### config.mk
export PLATFORM = sky130hd
export DESIGN_NAME = nram_stream_reader
export DESIGN_NICKNAME = d
export VERILOG_FILES = /design/src/rtl/nram_stream_reader_pkg.sv /design/src/rtl/nram_stream_reader_fifo.sv /design/src/rtl/nram_stream_reader.sv
export SDC_FILE = /design/constraint.sdc
export NUM_CORES = 1
export LEC_CHECK = 0
export ABC_AREA = 1
export BUFFER_PORTS_ARGS = -buffer_cell sky130_fd_sc_hd__buf_4
export CORE_AREA = 2 2 416 418
export DETAILED_ROUTE_END_ITERATION = 16
export DIE_AREA = 0 0 418 420
export PLACE_DENSITY_LB_ADDON = 0.12
export SYNTH_ARGS = -nofsm -noshare
export SYNTH_HDL_FRONTEND = slang
export SYNTH_SLANG_ARGS = --single-unit
### constraint.sdc
create_clock -name clk -period 116.4 [get_ports clk]
set_clock_uncertainty 0.1 [all_clocks]
set_input_delay 29.1 -clock clk [delete_from_list [all_inputs] [get_ports clk]]
set_output_delay 29.1 -clock clk [all_outputs]
set_load 0.005 [all_outputs]
### src/rtl/nram_stream_reader_pkg.sv
// Shared defaults and FSM state type for the NRAM neuron stream reader.
package nram_stream_pkg;
  localparam int DATA_W_DEF     = 512;
  localparam int ADDR_W_DEF     = 10;
  localparam int LEN_W_DEF      = 8;
  localparam int FIFO_DEPTH_DEF = 4;

  typedef enum logic [1:0] {
    IDLE = 2'd0,
    RUN  = 2'd1,
    DONE = 2'd2
  } rd_state_e;
endpackage

### src/rtl/nram_stream_reader_fifo.sv
// stream_fifo: small synchronous FIFO with registered storage; head is the oldest entry.
module stream_fifo
  import nram_stream_pkg::*;
#(
  parameter int DATA_W = DATA_W_DEF,
  parameter int DEPTH  = FIFO_DEPTH_DEF,
  localparam int PTR_W = $clog2(DEPTH),
  localparam int CNT_W = PTR_W + 1
) (
  input  logic              clk,
  input  logic              rst_n,
  input  logic              push,
  input  logic [DATA_W-1:0] push_data,
  input  logic              pop,
  output logic [DATA_W-1:0] head,
  output logic [CNT_W-1:0]  count,
  output logic              empty
);
  logic [DATA_W-1:0] mem_q [DEPTH];
  logic [DATA_W-1:0] mem_d [DEPTH];
  logic [PTR_W-1:0]  wr_ptr_q, wr_ptr_d, rd_ptr_q, rd_ptr_d;
  logic [CNT_W-1:0]  count_q, count_d;

  always_comb begin
    mem_d = mem_q;
    if (push) mem_d[wr_ptr_q] = push_data;
    wr_ptr_d = wr_ptr_q + PTR_W'(push);
    rd_ptr_d = rd_ptr_q + PTR_W'(pop);
    count_d  = count_q + CNT_W'(push) - CNT_W'(pop);
  end

  // Storage carries no reset; the pointers alone define what is valid.
  always_ff @(posedge clk) begin
    mem_q <= mem_d;
  end

  always_ff @(posedge clk or negedge rst_n) begin
    if (!rst_n) begin
      wr_ptr_q <= '0;
      rd_ptr_q <= '0;
      count_q  <= '0;
    end else begin
      wr_ptr_q <= wr_ptr_d;
      rd_ptr_q <= rd_ptr_d;
      count_q  <= count_d;
    end
  end

  assign head  = mem_q[rd_ptr_q];
  assign count = count_q;
  assign empty = (count_q == '0);
endmodule

### src/rtl/nram_stream_reader.sv
// NRAM-to-matrix-PE neuron stream reader: credit-limited reads into a small FIFO.
// Optional stall counter port enabled by defining NRAM_STREAM_READER_PERF_EN.
//
// state | meaning
// IDLE  | waiting for a command, cmd_ready high
// RUN   | issuing reads and draining the FIFO to the PE
// DONE  | one-cycle done pulse, then back to IDLE
module nram_stream_reader
  import nram_stream_pkg::*;
#(
  parameter int DATA_W     = DATA_W_DEF,
  parameter int ADDR_W     = ADDR_W_DEF,
  parameter int LEN_W      = LEN_W_DEF,
  parameter int FIFO_DEPTH = FIFO_DEPTH_DEF
) (
  input  logic              clk,
  input  logic              rst_n,
  input  logic [ADDR_W-1:0] cmd_addr,
  input  logic [LEN_W-1:0]  cmd_len,
  input  logic              cmd_valid,
  output logic              cmd_ready,
  output logic              sram_ren,
  output logic [ADDR_W-1:0] sram_raddr,
  input  logic [DATA_W-1:0] sram_rdata,
  output logic [DATA_W-1:0] out_data,
  output logic              out_valid,
  input  logic              out_ready,
  output logic              out_last,
  output logic              busy,
  output logic              done
`ifdef NRAM_STREAM_READER_PERF_EN
  , output logic [31:0]     perf_stall_cnt
`endif
);
  localparam int CNT_W = $clog2(FIFO_DEPTH) + 1;

  rd_state_e         state_q, state_d;
  logic [ADDR_W-1:0] base_q, base_d;
  logic [LEN_W-1:0]  len_q, len_d, issued_q, issued_d, popped_q, popped_d;
  logic              inflight_q, inflight_d;
  logic [CNT_W-1:0]  fifo_count;
  logic              fifo_empty, pop, last_word;

  assign out_valid  = !fifo_empty;
  assign pop        = out_valid && out_ready;
  assign last_word  = (popped_q == len_q - LEN_W'(1));
  assign out_last   = out_valid && last_word;
  assign sram_raddr = base_q + ADDR_W'(issued_q);
  assign busy       = (state_q != IDLE);

  always_comb begin
    state_d    = state_q;
    base_d     = base_q;
    len_d      = len_q;
    issued_d   = issued_q;
    popped_d   = popped_q;
    cmd_ready  = 1'b0;
    done       = 1'b0;
    sram_ren   = 1'b0;
    case (state_q)
      IDLE: begin
        cmd_ready = 1'b1;
        if (cmd_valid) begin
          base_d   = cmd_addr;
          len_d    = cmd_len;
          issued_d = '0;
          popped_d = '0;
          state_d  = (cmd_len == '0) ? DONE : RUN;
        end
      end
      RUN: begin
        // Credit counts the word still on the SRAM bus; a pop this cycle frees nothing yet.
        sram_ren = (issued_q < len_q) &&
                   ((fifo_count + CNT_W'(inflight_q)) < CNT_W'(FIFO_DEPTH));
        if (sram_ren) issued_d = issued_q + LEN_W'(1);
        if (pop) begin
          popped_d = popped_q + LEN_W'(1);
          if (last_word) state_d = DONE;
        end
      end
      DONE: begin
        done    = 1'b1;
        state_d = IDLE;
      end
      default: state_d = IDLE;
    endcase
    inflight_d = sram_ren;
  end

  always_ff @(posedge clk or negedge rst_n) begin
    if (!rst_n) begin
      state_q    <= IDLE;
      base_q     <= '0;
      len_q      <= '0;
      issued_q   <= '0;
      popped_q   <= '0;
      inflight_q <= 1'b0;
    end else begin
      state_q    <= state_d;
      base_q     <= base_d;
      len_q      <= len_d;
      issued_q   <= issued_d;
      popped_q   <= popped_d;
      inflight_q <= inflight_d;
    end
  end

  stream_fifo #(
    .DATA_W (DATA_W),
    .DEPTH  (FIFO_DEPTH)
  ) u_fifo (
    .clk       (clk),
    .rst_n     (rst_n),
    .push      (inflight_q),
    .push_data (sram_rdata),
    .pop       (pop),
    .head      (out_data),
    .count     (fifo_count),
    .empty     (fifo_empty)
  );

`ifdef NRAM_STREAM_READER_PERF_EN
  logic [31:0] perf_q, perf_d;

  always_comb begin
    perf_d = perf_q;
    if (state_q == IDLE) begin
      if (cmd_valid) perf_d = '0;
    end else if (out_valid && !out_ready && (perf_q != '1)) begin
      perf_d = perf_q + 32'd1;
    end
  end

  always_ff @(posedge clk or negedge rst_n) begin
    if (!rst_n) perf_q <= '0;
    else        perf_q <= perf_d;
  end

  assign perf_stall_cnt = perf_q;
`endif
endmodule

==> flow_summary.ini, run 1 <==
[worst_setup_path]
critical-path-top-delay-family = buffers and inverters
cp_common_cell = buf_4
critical-path-slowest-cell = buf_4
required_ns = 87.20
crit_buf_inv = 6
startpoint_type = flop
r2r_cells = 6
cp_max_fo = 307
cp_num_cells = 8
path_class = flop to output port
endpoint_kind = output port
crit_chain = clkinv_16 -> buf_4 -> buf_4 -> buf_4 -> buf_4 -> o21ai_0 -> o22ai_1 -> buf_4
critPathMaxStageDelay_ns = 0.85
worstPathArrival_ns = 6.50

[clock_tree]
clockBufferDepth = 3
path_clk_slew_ns = 0.06
cts_sinks = 2092
cts_hold_buf = 0
clk_latency_ns = 0.83
numCtsBuffers = 211
cts-root-buf = clkbuf_16
cts_tree = done
postCtsResizedCells = 0
h-tree-depth = 4
postCtsSetupBuffers = 0

[sta]
rsz0062_at_grt = false
timing.fmax_mhz = 28.0
hold_viol_final = 0
worst_pin_slew_ns = 1.26
finalSetupViolCount = 0
min_period_ns = 35.70
max_slew_margin_pct = 16.2
finalMaxSlewViolations = 0
tns_ns = 0
finalCritPeriodShare_pct = 30.7
holdWs_ns = 0.386

[place]
dp_hpwl_um = 130000
io_buffers = 1061
dp.cells = 8345
gp_congestion = 0.835

[yosys]
yosysTopAreaCell = edfxtp_1
synth_top_family_by_area = compound AO/OA/AOI/OAI gates
synthMuxAreaShare_pct = 0
synth.most_common_cell = edfxtp_1
synth_nets = 5893
avgSynthCellArea_um2 = 14.7
synthAdderAreaFrac_pct = 0.409
synth_simple_gate_area_share_pct = 5.96
synth-seq-cells = 2092
netlist.area_leader.share_pct = 78.5
synthTopCellsByCount = edfxtp_1, nor2_1, o21ai_0
synth_flop_cell = edfxtp_1
synth.area.top_cells = edfxtp_1, o21ai_0, nor2_1, o22ai_1, dfrtp_1
synth_xor_area_share_pct = 0.257
synth_cell_type_count = 38
synth-seq-area-share_pct = 79.9
netlist_instances = 5334
synth_compound_area_share_pct = 10.9
async_flop_share_pct = 2.10
synth-edff-count = 2048
ys_warn_count = 0
syn_area_um2 = 78400

[floorplanning]
coreArea_um2 = 171000
ioPinCount = 1062
die_w_um = 418
die_h_um = 420
initial_core_util_pct = 45.8
num_rows = 152
die_area_um2 = 176000

[grt]
antenna_found_initial = 64
grt_pass1_vias = 45600
grt.total_usage_pct = 23.6
grt-ovfl-total = 0
grt_pass1_wl_um = 307000
grt_max_degree = 308

[cells_and_area]
n_fill_cell = 13900
nNetsFinal = 6884
seq_area_um2 = 62600
final_util_pct = 55.3
drive_gt1_share_pct = 22.0
synthToLayoutAreaGrowth_pct = 20.6
multiInputGateArea_um2 = 13800
fin_cells = 8766

[detailed_routing]
antenna_left = 0
drc_errors = 0
drtIter0Drc = 3876
viasPerCell = 5.50
routed_wl_um = 215000
first_pass_iters = 6
num_vias = 48200
wire_per_inst_um = 24.5

[pwr]
intPower_uw = 1600
vdd_drop_max_v = 0.0000259
power.share.combinational_pct = 34.5
p_per_area_nw_per_um2 = 25.7
pwr-share-seq_pct = 39.2
p_leak_uw = 0.0325
power_switching_uw = 835
p_sw_share_pct = 34.3
pwr-share-clk_pct = 26.3

[hold_path]
min_delay_path_depth = 2
hold_class = flop to flop

[job]
maxCapViolCount = 0

[outcome]
run_status = finished, final reports clean
[state kept, by name, indices dropped and copies added, names as in the netlist]
signal           cells
state_q              2
u_fifo.mem_q      2048
len_q                8
inflight_q           1
u_fifo.count         3
popped_q             8
u_fifo.wr_ptr_q      2
issued_q             8
base_q              10
u_fifo.rd_ptr_q      2
[path summary, 6_finish.rpt]
kind	start	to	slack, ns
max	u_fifo.rd_ptr_q[0]	out_data[490]	80.70
min	base_q[5]	base_q[5]	0.39
max reg2reg	u_fifo.wr_ptr_q[0]	u_fifo.mem_q[493]	111.79
min reg2reg	base_q[5]	base_q[5]	0.39
max in group asynchronous	rst_n	u_fifo.rd_ptr_q[1]	87.56
min in group asynchronous	rst_n	base_q[0]	28.16
[routing by layer]
layer / part of all wire, % / GRT usage, %
met5: 0.11 / 0
met4: 5.0 / 12.7
met3: 6.9 / 6.44
met2: 50 / 38.8
met1: 38 / 28.4
[power groups by stage]
stage / Combinational (µW) / Sequential (µW) / Clock [µW]
floorplan: 420 / 1080 / 0
global placement: 841 / 968 / 0
detailed placement: 847 / 970 / 0
CTS: 850 / 954 / 653
global route: 906 / 961 / 682
finish: 838 / 954 / 640
[per-stage QoR]
step / instance area (µm²) / power, µW / setup WS [ns]
finish: 94500 / 2430 / 80.70
floorplan: 78400 / 1500 / 79.32
detailed placement: 87900 / 1820 / 81.52
CTS: 94400 / 2460 / 80.58
global route: 94500 / 2550 / 80.18
global placement: 87900 / 1810 / 81.61
[cell families (layout without fill, tap and decap cells)]
| group | count (synthesis) | in the layout |
|---|---|---|
| DFF | 2092 | 2092 |
| xor gates and xnor gates | 23 | 23 |
| adders and majority gates | 25 | 25 |
| AOI/OAI and AO/OA | 1574 | 1574 |
| other | 0 | 38 |
| and+or+nand+nor | 1222 | 1222 |
| buffers and inverters | 398 | 1559 |
[cell type report]
cell class,count,area share [%]
Clock buffer,268,5.91
Multi-Input combinational cell,2844,14.6
Timing Repair Buffer,1122,9.03
Inverter,54,0.250
Sequential cell,2092,66.2
Antenna cell,38,0.101
Tap cell,2233,2.96
Clock inverter,115,0.953
[cells in the final DEF, fill, tap and decap left out, types with 14 or more instances in the layout]
| cell | netlist | layout |
|---|---|---|
| a21oi_1 | 14 | 14 |
| xor2_1 | 14 | 14 |
| diode_2 | 0 | 38 |
| inv_1 | 49 | 49 |
| clkbuf_16 | 0 | 215 |
| clkinv_2 | 0 | 47 |
| o21ai_1 | 16 | 16 |
| ha_1 | 24 | 24 |
| edfxtp_1 | 2048 | 2048 |
| clkinv_1 | 1 | 46 |
| o21ai_0 | 1022 | 1022 |
| nand3_1 | 23 | 23 |
| clkbuf_1 | 207 | 52 |
| nor2_1 | 1057 | 1057 |
| buf_4 | 6 | 1113 |
| nand2_1 | 119 | 119 |
| o22ai_1 | 512 | 512 |
| dfrtp_1 | 44 | 42 |
[tightest hold or removal path, cell delays in order (launching register included)]
cell	delay, ns
dfrtp_1	0.34
nand2_1	0.05
nand2_1	0.06
No activity file was read; power rests on OpenSTA's default activity.
==> run 2: changes to the inputs <==
CORE_AREA = 2 2 415 417   (was 2 2 416 418)
DIE_AREA = 0 0 417 419   (was 0 0 418 420)
clock period = 32.6 ns   (was 116.4 ns; I/O delays follow)
==> run 2 against run 1 <==
Flip-flop and latch count stayed put. Global-route usage is 0.069 points lower. Highest routed layer unchanged. Die area is 0.48% lower. Setup slack worse by 62 ns.
==> flow_summary.ini, run 2 (synthesis gave the netlist of run 1 again) <==
[sta]
worst_pin_slew_ns = 1.20
finalWorstSetupSlack_ns = 18.83
finalSetupViolCount = 0
hold_viol_final = 0
holdWs_ns = 0.393
finalCritPeriodShare_pct = 42.2
finalMaxSlewViolations = 0
max_slew_margin_pct = 20.1
min_period_ns = 13.77
timing.fmax_mhz = 72.6
rsz0062_at_grt = false

[floorplanning]
ioPinCount = 1062
coreArea_um2 = 171000
die_w_um = 417
initial_core_util_pct = 45.9
num_rows = 152
die_area_um2 = 175000
die_h_um = 419

[cells_and_area]
nNetsFinal = 6879
reg_top3 = u_fifo.mem_q (2048), base_q (10)
final_cell_area_um2 = 94600
layout_commonest_cell = edfxtp_1
final_cell_mix = edfxtp_1, buf_4, nor2_1
largest_reg_flops = 2048
synthToLayoutAreaGrowth_pct = 20.6
fin_cells = 8773
drive_gt1_share_pct = 21.8
top_register = u_fifo.mem_q

[outcome]
run_status = finished, final reports clean

[clock_tree]
postCtsResizedCells = 0
cts_hold_buf = 0
cts_tree = done
path_clk_slew_ns = 0.06
cts_sinks = 2092
cts-root-buf = clkbuf_16
h-tree-depth = 4
numCtsBuffers = 211
clk_latency_ns = 0.86
clockBufferDepth = 3
postCtsSetupBuffers = 0

[worst_setup_path]
critical-path-slowest-cell = buf_4
endpoint_kind = output port
cp_common_cell = buf_4
cp_max_fo = 125
path_class = flop to output port
worstPathArrival_ns = 5.52
startpoint_type = flop
critical-path-top-delay-family = buffers and inverters
critPathMaxStageDelay_ns = 0.83
crit_chain = inv_8 -> buf_4 -> buf_4 -> buf_4 -> o21ai_0 -> o22ai_1 -> buf_4
required_ns = 24.35
crit_buf_inv = 5

[detailed_routing]
antenna_left = 0
drc_errors = 0
viasPerCell = 5.51
drtIter0Drc = 3549
routed_wl_um = 213000
wire_per_inst_um = 24.3
first_pass_iters = 5
num_vias = 48300

[place]
dp.cells = 8340
postPlaceCellArea_um2 = 87900
io_buffers = 1061
pre_cts_ws_ns = 19.71
dp_hpwl_um = 127000
gp_congestion = 0.833

[grt]
grt.total_usage_pct = 23.6
grt-ovfl-total = 0
antenna_found_initial = 58
grt_max_degree = 383
grt_pass1_vias = 45700
grt_pass1_wl_um = 305000

[pwr]
power.total_uw = 8690
p_per_area_nw_per_um2 = 91.9
vdd_drop_max_v = 0.0000745
p_leak_uw = 0.0325

[job]
maxCapViolCount = 0

[hold_path]
hold_class = flop to flop
==> run 2: changes by cell type in the layout (fill, tap and decap cells not counted), moves of 2 or more <==
| cell | before | now |
|---|---|---|
| clkinv_1 | 46 | 58 |
| clkbuf_1 | 52 | 56 |
| clkinvlp_4 | 2 | 4 |
| diode_2 | 38 | 41 |
| clkinv_16 | 1 | 8 |
| bufinv_16 | 11 | 8 |
| buf_4 | 1113 | 1107 |
| clkinv_2 | 47 | 39 |
| clkbuf_16 | 215 | 213 |
==> run 2: layer usage <==
layer | up-vias | part of all wire, % | track usage [%]
met5 | - | 0.079 | 0
met3 | 402 | 6.7 | 6.16
met2 | 1490 | 50 | 38.4
li1 | 22100 | - | -
met1 | 24300 | 39 | 28.7
met4 | 24 | 5.0 | 12.8
==> run 2: area by class of cell <==
cell class / instances / area (µm²)
clock inverter: 123 / 1000
multi-input combinational: 2844 / 13800
inverter: 54 / 236
fill: 13900 / 76000
timing repair buffer: 1117 / 8510
tap: 2233 / 2790
antenna: 41 / 103
clock buffer: 269 / 5540
sequential: 2092 / 62600
==> run 2: power breakdown <==
group	switching, µW	internal (µW)
clock	1010	1270
sequential	101	3310
combinational	1900	1100
==> run 2: path summary, 6_finish.rpt <==
check,startpoint,endpoint,slack [ns],depth (start not counted)
max in group asynchronous,rst_n,u_fifo.rd_ptr_q[1],24.72,1
worst min register to register,base_q[4],base_q[4],0.39,2
worst max register to register,u_fifo.wr_ptr_q[1],u_fifo.mem_q[499],28.25,5
min in group asynchronous,rst_n,base_q[0],7.17,1
worst max-delay path,u_fifo.rd_ptr_q[1],out_data[460],18.83,7
worst min-delay path,base_q[4],base_q[4],0.39,2
==> run 2: worst register-to-register path, cell delays in order, from the launching register on <==
cell     delay (ns)
dfrtp_1        0.46
inv_1          0.11
nor3_2         0.70
buf_12         0.70
buf_4          1.11
buf_4          0.71
==> run 2: through the flow <==
| step | setup TNS (ns) | utilization (%) |
|---|---|---|
| 5_1_grt | 0 | 55.4 |
| 3_5_place_dp | 0 | 51.5 |
| 3_3_place_gp | 0 | 51.5 |
| 2_1_floorplan | -6661.07 | - |
| 4_1_cts | 0 | 55.4 |
| 6_report | 0 | 55.4 |
